## src/rtl/ecsu_pkg.sv

```systemverilog
// Shared encodings and defaults for the ECSU weather unit and the runway arbiter.
package ecsu_pkg;

    localparam int DEF_DEPTH   = 4;
    localparam int DEF_ID_W    = 4;
    localparam int DEF_TIMEOUT = 15;

    typedef enum logic [1:0] {
        ECSU_ALL_CLEAR = 2'b00,
        ECSU_CAUTION   = 2'b01,
        ECSU_HIGH_RISK = 2'b10,
        ECSU_EMERGENCY = 2'b11
    } ecsu_state_e;

    typedef enum logic [1:0] {
        RW_IDLE    = 2'b00,
        RW_LANDING = 2'b01,
        RW_TAKEOFF = 2'b10
    } rw_state_e;

    // Takeoffs need clear weather, no landing emergency and an ECSU state below emergency.
    function automatic logic takeoff_ok(input logic severe, input logic alert,
                                        input logic [1:0] st);
        return !severe && !alert && (st != ECSU_EMERGENCY);
    endfunction

endpackage

```

## src/rtl/rcc_id_fifo.sv

```systemverilog
// Circular FIFO of aircraft ids with a count register and a synchronous flush.
module rcc_id_fifo
    import ecsu_pkg::*;
#(
    parameter int DEPTH = DEF_DEPTH,
    parameter int ID_W  = DEF_ID_W
) (
    input  logic            i_clk,
    input  logic            i_rst,
    input  logic            i_push,
    input  logic            i_pop,
    input  logic            i_flush,
    input  logic [ID_W-1:0] i_din,
    output logic            o_full,
    output logic            o_empty,
    output logic [ID_W-1:0] o_head
);
    localparam int AW = $clog2(DEPTH);

    logic [ID_W-1:0] r_mem [DEPTH];
    logic [AW-1:0]   r_wr_ptr;
    logic [AW-1:0]   r_rd_ptr;
    logic [AW:0]     r_cnt;
    logic            w_push_ok;
    logic            w_pop_ok;

    // Full/empty come from the pre-edge count, so a push to a full queue is refused
    // even when a pop happens on the same edge. Flush wins over both.
    assign o_full    = (r_cnt == (AW+1)'(DEPTH));
    assign o_empty   = (r_cnt == '0);
    assign o_head    = r_mem[r_rd_ptr];
    assign w_push_ok = i_push && !o_full && !i_flush;
    assign w_pop_ok  = i_pop && !o_empty && !i_flush;

    // Storage write; contents need no reset since the count gates visibility.
    always_ff @(posedge i_clk) begin
        if (w_push_ok) r_mem[r_wr_ptr] <= i_din;
    end

    // Pointer and count bookkeeping; pointers wrap naturally at DEPTH.
    always_ff @(posedge i_clk or posedge i_rst) begin
        if (i_rst) begin
            r_wr_ptr <= '0;
            r_rd_ptr <= '0;
            r_cnt    <= '0;
        end else if (i_flush) begin
            r_rd_ptr <= r_wr_ptr;
            r_cnt    <= '0;
        end else begin
            if (w_push_ok) r_wr_ptr <= r_wr_ptr + 1'b1;
            if (w_pop_ok)  r_rd_ptr <= r_rd_ptr + 1'b1;
            case ({w_push_ok, w_pop_ok})
                2'b10:   r_cnt <= r_cnt + 1'b1;
                2'b01:   r_cnt <= r_cnt - 1'b1;
                default: r_cnt <= r_cnt;
            endcase
        end
    end

endmodule

```

## src/rtl/runway_clearance_ctrl.sv

```systemverilog
// Single-runway arbiter: landing priority, weather-gated takeoffs, grant timeout.
module runway_clearance_ctrl
    import ecsu_pkg::*;
#(
    parameter int DEPTH   = DEF_DEPTH,
    parameter int ID_W    = DEF_ID_W,
    parameter int TIMEOUT = DEF_TIMEOUT
) (
    input  logic            CLK,
    input  logic            RST,
    input  logic            severe_weather,
    input  logic            emergency_landing_alert,
    input  logic [1:0]      ECSU_state,
    input  logic            landing_request,
    input  logic            takeoff_request,
    input  logic [ID_W-1:0] plane_id,
    input  logic            runway_done,
    output logic            landing_granted,
    output logic            takeoff_granted,
    output logic [ID_W-1:0] granted_id,
    output logic            landing_full,
    output logic            takeoff_full,
    output logic            dropped,
    output logic            timeout_err,
    output logic [1:0]      runway_state
);
    localparam int CW = $clog2(TIMEOUT + 1);
    localparam logic [CW-1:0] CNT_LAST = CW'(TIMEOUT - 1);

    rw_state_e       r_state, w_nxt_state;
    logic [CW-1:0]   r_cnt, w_nxt_cnt;
    logic [ID_W-1:0] r_gid, w_nxt_gid;
    logic            r_lg, w_nxt_lg;
    logic            r_tg, w_nxt_tg;
    logic            r_to, w_nxt_to;
    logic            r_dropped;

    logic            w_land_pop, w_to_pop;
    logic            w_land_empty, w_to_empty;
    logic            w_land_full, w_to_full;
    logic [ID_W-1:0] w_land_head, w_to_head;
    logic            w_to_ok;
    logic            w_drop;

    assign w_to_ok = takeoff_ok(severe_weather, emergency_landing_alert, ECSU_state);

    rcc_id_fifo #(.DEPTH(DEPTH), .ID_W(ID_W)) u_land_q (
        .i_clk(CLK), .i_rst(RST), .i_push(landing_request), .i_pop(w_land_pop),
        .i_flush(1'b0), .i_din(plane_id), .o_full(w_land_full),
        .o_empty(w_land_empty), .o_head(w_land_head)
    );

    rcc_id_fifo #(.DEPTH(DEPTH), .ID_W(ID_W)) u_to_q (
        .i_clk(CLK), .i_rst(RST), .i_push(takeoff_request), .i_pop(w_to_pop),
        .i_flush(emergency_landing_alert), .i_din(plane_id), .o_full(w_to_full),
        .o_empty(w_to_empty), .o_head(w_to_head)
    );

    // A takeoff request discarded by the emergency flush is not a drop.
    assign w_drop = (landing_request && w_land_full) ||
                    (takeoff_request && w_to_full && !emergency_landing_alert);

    // Next-state: grant from IDLE (landing first), release on done or timeout.
    always_comb begin
        w_nxt_state = r_state;
        w_nxt_cnt   = r_cnt;
        w_nxt_gid   = r_gid;
        w_nxt_lg    = 1'b0;
        w_nxt_tg    = 1'b0;
        w_nxt_to    = 1'b0;
        w_land_pop  = 1'b0;
        w_to_pop    = 1'b0;
        case (r_state)
            RW_IDLE: begin
                if (!w_land_empty) begin
                    w_nxt_state = RW_LANDING;
                    w_land_pop  = 1'b1;
                    w_nxt_gid   = w_land_head;
                    w_nxt_lg    = 1'b1;
                    w_nxt_cnt   = '0;
                end else if (!w_to_empty && w_to_ok) begin
                    w_nxt_state = RW_TAKEOFF;
                    w_to_pop    = 1'b1;
                    w_nxt_gid   = w_to_head;
                    w_nxt_tg    = 1'b1;
                    w_nxt_cnt   = '0;
                end
            end
            RW_LANDING, RW_TAKEOFF: begin
                if (runway_done) begin
                    w_nxt_state = RW_IDLE;
                    w_nxt_cnt   = '0;
                end else if (r_cnt == CNT_LAST) begin
                    w_nxt_state = RW_IDLE;
                    w_nxt_to    = 1'b1;
                    w_nxt_cnt   = '0;
                end else begin
                    w_nxt_cnt   = r_cnt + 1'b1;
                end
            end
            default: w_nxt_state = RW_IDLE;
        endcase
    end

    // State, grant outputs and the sticky drop flag.
    always_ff @(posedge CLK or posedge RST) begin
        if (RST) begin
            r_state   <= RW_IDLE;
            r_cnt     <= '0;
            r_gid     <= '0;
            r_lg      <= 1'b0;
            r_tg      <= 1'b0;
            r_to      <= 1'b0;
            r_dropped <= 1'b0;
        end else begin
            r_state   <= w_nxt_state;
            r_cnt     <= w_nxt_cnt;
            r_gid     <= w_nxt_gid;
            r_lg      <= w_nxt_lg;
            r_tg      <= w_nxt_tg;
            r_to      <= w_nxt_to;
            r_dropped <= r_dropped | w_drop;
        end
    end

    assign landing_granted = r_lg;
    assign takeoff_granted = r_tg;
    assign granted_id      = r_gid;
    assign landing_full    = w_land_full;
    assign takeoff_full    = w_to_full;
    assign dropped         = r_dropped;
    assign timeout_err     = r_to;
    assign runway_state    = r_state;

endmodule
```

## config.mk

```make
export PLATFORM = sky130hd
export DESIGN_NAME = runway_clearance_ctrl
export DESIGN_NICKNAME = d
export VERILOG_FILES = /design/src/rtl/ecsu_pkg.sv /design/src/rtl/rcc_id_fifo.sv /design/src/rtl/runway_clearance_ctrl.sv
export SDC_FILE = /design/constraint.sdc
export NUM_CORES = 1
export LEC_CHECK = 0
export BUFFER_PORTS_ARGS = -buffer_cell sky130_fd_sc_hd__buf_2
export CAP_MARGIN = 20
export CORE_MARGIN = 1.5
export CORE_UTILIZATION = 35
export CTS_BUF_LIST = sky130_fd_sc_hd__clkbuf_16
export DETAILED_ROUTE_END_ITERATION = 16
export GPL_TIMING_DRIVEN = 0
export SYNTH_ARGS = -nofsm -noshare
export SYNTH_HDL_FRONTEND = slang
export SYNTH_SLANG_ARGS = --single-unit
export TNS_END_PERCENT = 50
```

## constraint.sdc

```tcl
create_clock -name CLK -period 4.3 [get_ports CLK]
set_input_delay 0.645 -clock CLK [delete_from_list [all_inputs] [get_ports CLK]]
set_output_delay 0.645 -clock CLK [all_outputs]
set_load 0.005 [all_outputs]
```

==> metrics <==
PnR worst setup slack between 1500 and 2000 ps; Placer Congestion between 0.7 and 0.8; Area contributors post-synth edfxtp_1 (35%), dfrtp_1 (26%), mux4_2 (6.6%); die width 91.6 µm; clock skew roughly 4.4 ps; nets ~250; Hold Buf Count CTS 0; Tot GR Track Use 13.2%; CP Max Fanout 9; Post-CTS Repair Setup Buffers 0; post-synth cell types 37; mapped cell area roughly 2700 µm²; RSZ-0062 raised after global routing no; Worst slew margin about two fifths; worst slew pin tran 901 ps; HP Class in2async; Slew Limit Fails 0; Max Clk Rate 378 MHz; critical setup path kind reg2reg; global-route wire length before repair a little over 8000 µm; start point of the critical path runway_state[0]; min cycle time layout between 2000 and 3000 ps; VDD IR max around 0.17 mV; CORE AREA 7650 µm²; routed via count around 1,600; DR pass1 iterations 4; Root Buffer clkbuf_16; commonest non-fill, non-tap cell in the layout edfxtp_1; CTS tree done; post-synthesis xor/xnor area fraction under 10%; Routed Antenna Nets 0; worst-skew pair later-pin latency between 300 and 400 ps; simple-gate share of the synthesized area about a tenth; port bufs 23; initial DRC count between 40 and 50; FF-to-FF End u_to_q.r_cnt[1]; Syn Nets ~220; most frequent cells in the layout edfxtp_1 (32), dfrtp_1 (28), buf_2 (23), inv_1 (15), ha_1 (13); die height approximately 92 µm; multiplexer share of the synthesized area about 9%; cts bufs inserted 9; period utilization 61.6%; HPWL after DPL around 3500 µm; initial antenna violation count 0; Row Count 32; status completed; r2r setup slk 1650 ps; total power divided by cell area roughly 670 nW/µm²; GRT overflow 0; crit path launch type flop; share of cells above drive strength 1 24.6%; post-synthesis sequential area ratio roughly 60%; vias per cell around 4.8; max-cap violations 0; clock sink count 60; clk buf depth 2; crit path capture type flop; Synth Area in Compound Gates about 7.9%; vias in the first global route ~1,600; Synth Area in Adders under 10%; largest net degree at the start of global routing 24; # H-tree levels 3; final number of hold-violating endpoints 0; number of I/O pins 25; largest family of logic cells by synthesized area simple AND/OR/NAND/NOR gates; Seq cells post-synth 60; drt wl/cell approximately 15 µm; WP data required between 4000 and 5000 ps; die area 8380 µm²; Sum Neg Setup Slack 0 ps; syn avg cell area between 10 and 15 µm²; worst slack, placed between 1500 and 2000 ps; Initial Util roughly 36%; drt total wl between 4000 and 5000 µm; RR Startpoint runway_state[0]; Yosys top cell by area edfxtp_1; Critical Path AT roughly 2900 ps; Reg2Reg Depth 8; Setup violations, final 0; CTS clock-pin slew for the worst setup and hold paths approximately 50 ps; number of diodes 0; Area Overhead vs Synth 21.1%; Leak Pwr 1.40 nW; post-synthesis cell count approximately 190; Ys Warns 0; Post-CTS Resized 0; Yosys top cell area share a little over a third; DRC 0
## Yosys cell counts
cell,n
a211o_1,2
a21o_1,1
a21oi_1,2
a221o_1,3
a22o_1,10
and2_1,8
and3_1,1
and3b_1,1
buf_4,1
clkbuf_1,4
dfrtp_1,28
edfxtp_1,32
fa_1,2
ha_1,13
inv_1,14
mux2_2,3
mux2i_1,4
mux4_2,8
nand2_1,3
nand2b_1,5
nand3_1,3
nor2_1,5
nor2_2,1
nor2b_1,5
nor3_1,3
nor3_4,1
nor3b_1,2
nor4_1,1
o21ai_0,6
o21ba_2,2
o21bai_1,1
o31ai_1,1
or2_2,1
or3_1,2
or4b_4,1
xnor2_1,6
xor2_1,2
## worst max-delay path: stages (launching register included)
cell and delay [ps]:
dfrtp_1 390, inv_1 80, ha_1 140, buf_4 150
or4b_4 520, nor3_4 360, nor2b_1 210, fa_1 420
mux2_2 260
## worst max-delay path by stage
stage | to | slack, ps | depth (start not counted)
after global routing | u_to_q.r_cnt[1] | 1500 | 8
final | u_to_q.r_cnt[1] | 1650 | 8
after detailed placement | u_to_q.r_cnt[1] | 1630 | 6
after global placement | u_to_q.r_cnt[1] | 1650 | 6
after floorplan | u_to_q.r_cnt[1] | 1810 | 8
after CTS | u_to_q.r_cnt[1] | 1650 | 8
## layout make-up
class                   instances  area [µm²]
well taps                     102         128
flip-flops and latches         60        1660
multi-input cells             109        1010
clock inverters                 7        82.6
clock buffers                   9         225
repair buffers                 24         143
plain buffers                   5        22.5
fillers                       694        4320
inverters                      14        52.6
## registers in the layout, summed over array words and instances (netlist names), 3 cells and up
signal,cells
granted_id,4
u_to_q.r_cnt,3
u_land_q.r_mem,16
u_to_q.r_mem,16
r_cnt,4
u_land_q.r_cnt,3
## where the power goes
group	total, mW	leakage (nW)	switching (mW)	internal, mW
Combinational	0.625	0.598	0.309	0.315
Sequential	0.853	0.641	0.0934	0.759
Clock	0.734	0.158	0.235	0.499
## kinds of logic (layout without fill, tap and decap cells)
logic type      count (synthesis)  after routing
simple gates                   43             43
flops                          60             60
compound gates                 28             28
fa+ha+maj                      15             15
xor+xnor                        8              8
buf+inv                        19             59
mux                            15             15
## per-layer routing
layer,vias to the layer above,GRT usage [%],part of all wire [%]
li1,763,-,-
met1,769,16.9,46
met2,29,19.4,47
met3,7,3.94,4.8
met4,0,8.20,2.5
met5,-,0,0
## metrics by stage
step / hold WS [ps] / power (mW) / area (µm²) / util (%) / std cells
global placement: 465 / 1.48 / 2990 / 39.1 / 313
detailed placement: 473 / 1.50 / 3020 / 39.4 / 314
finish: 275 / 2.21 / 3320 / 43.5 / 330
floorplan: 461 / 1.32 / 2750 / - / 188
global route: 299 / 2.36 / 3320 / 43.5 / 330
CTS: 281 / 2.24 / 3320 / 43.5 / 330
Power figures use the tool's default switching activity.
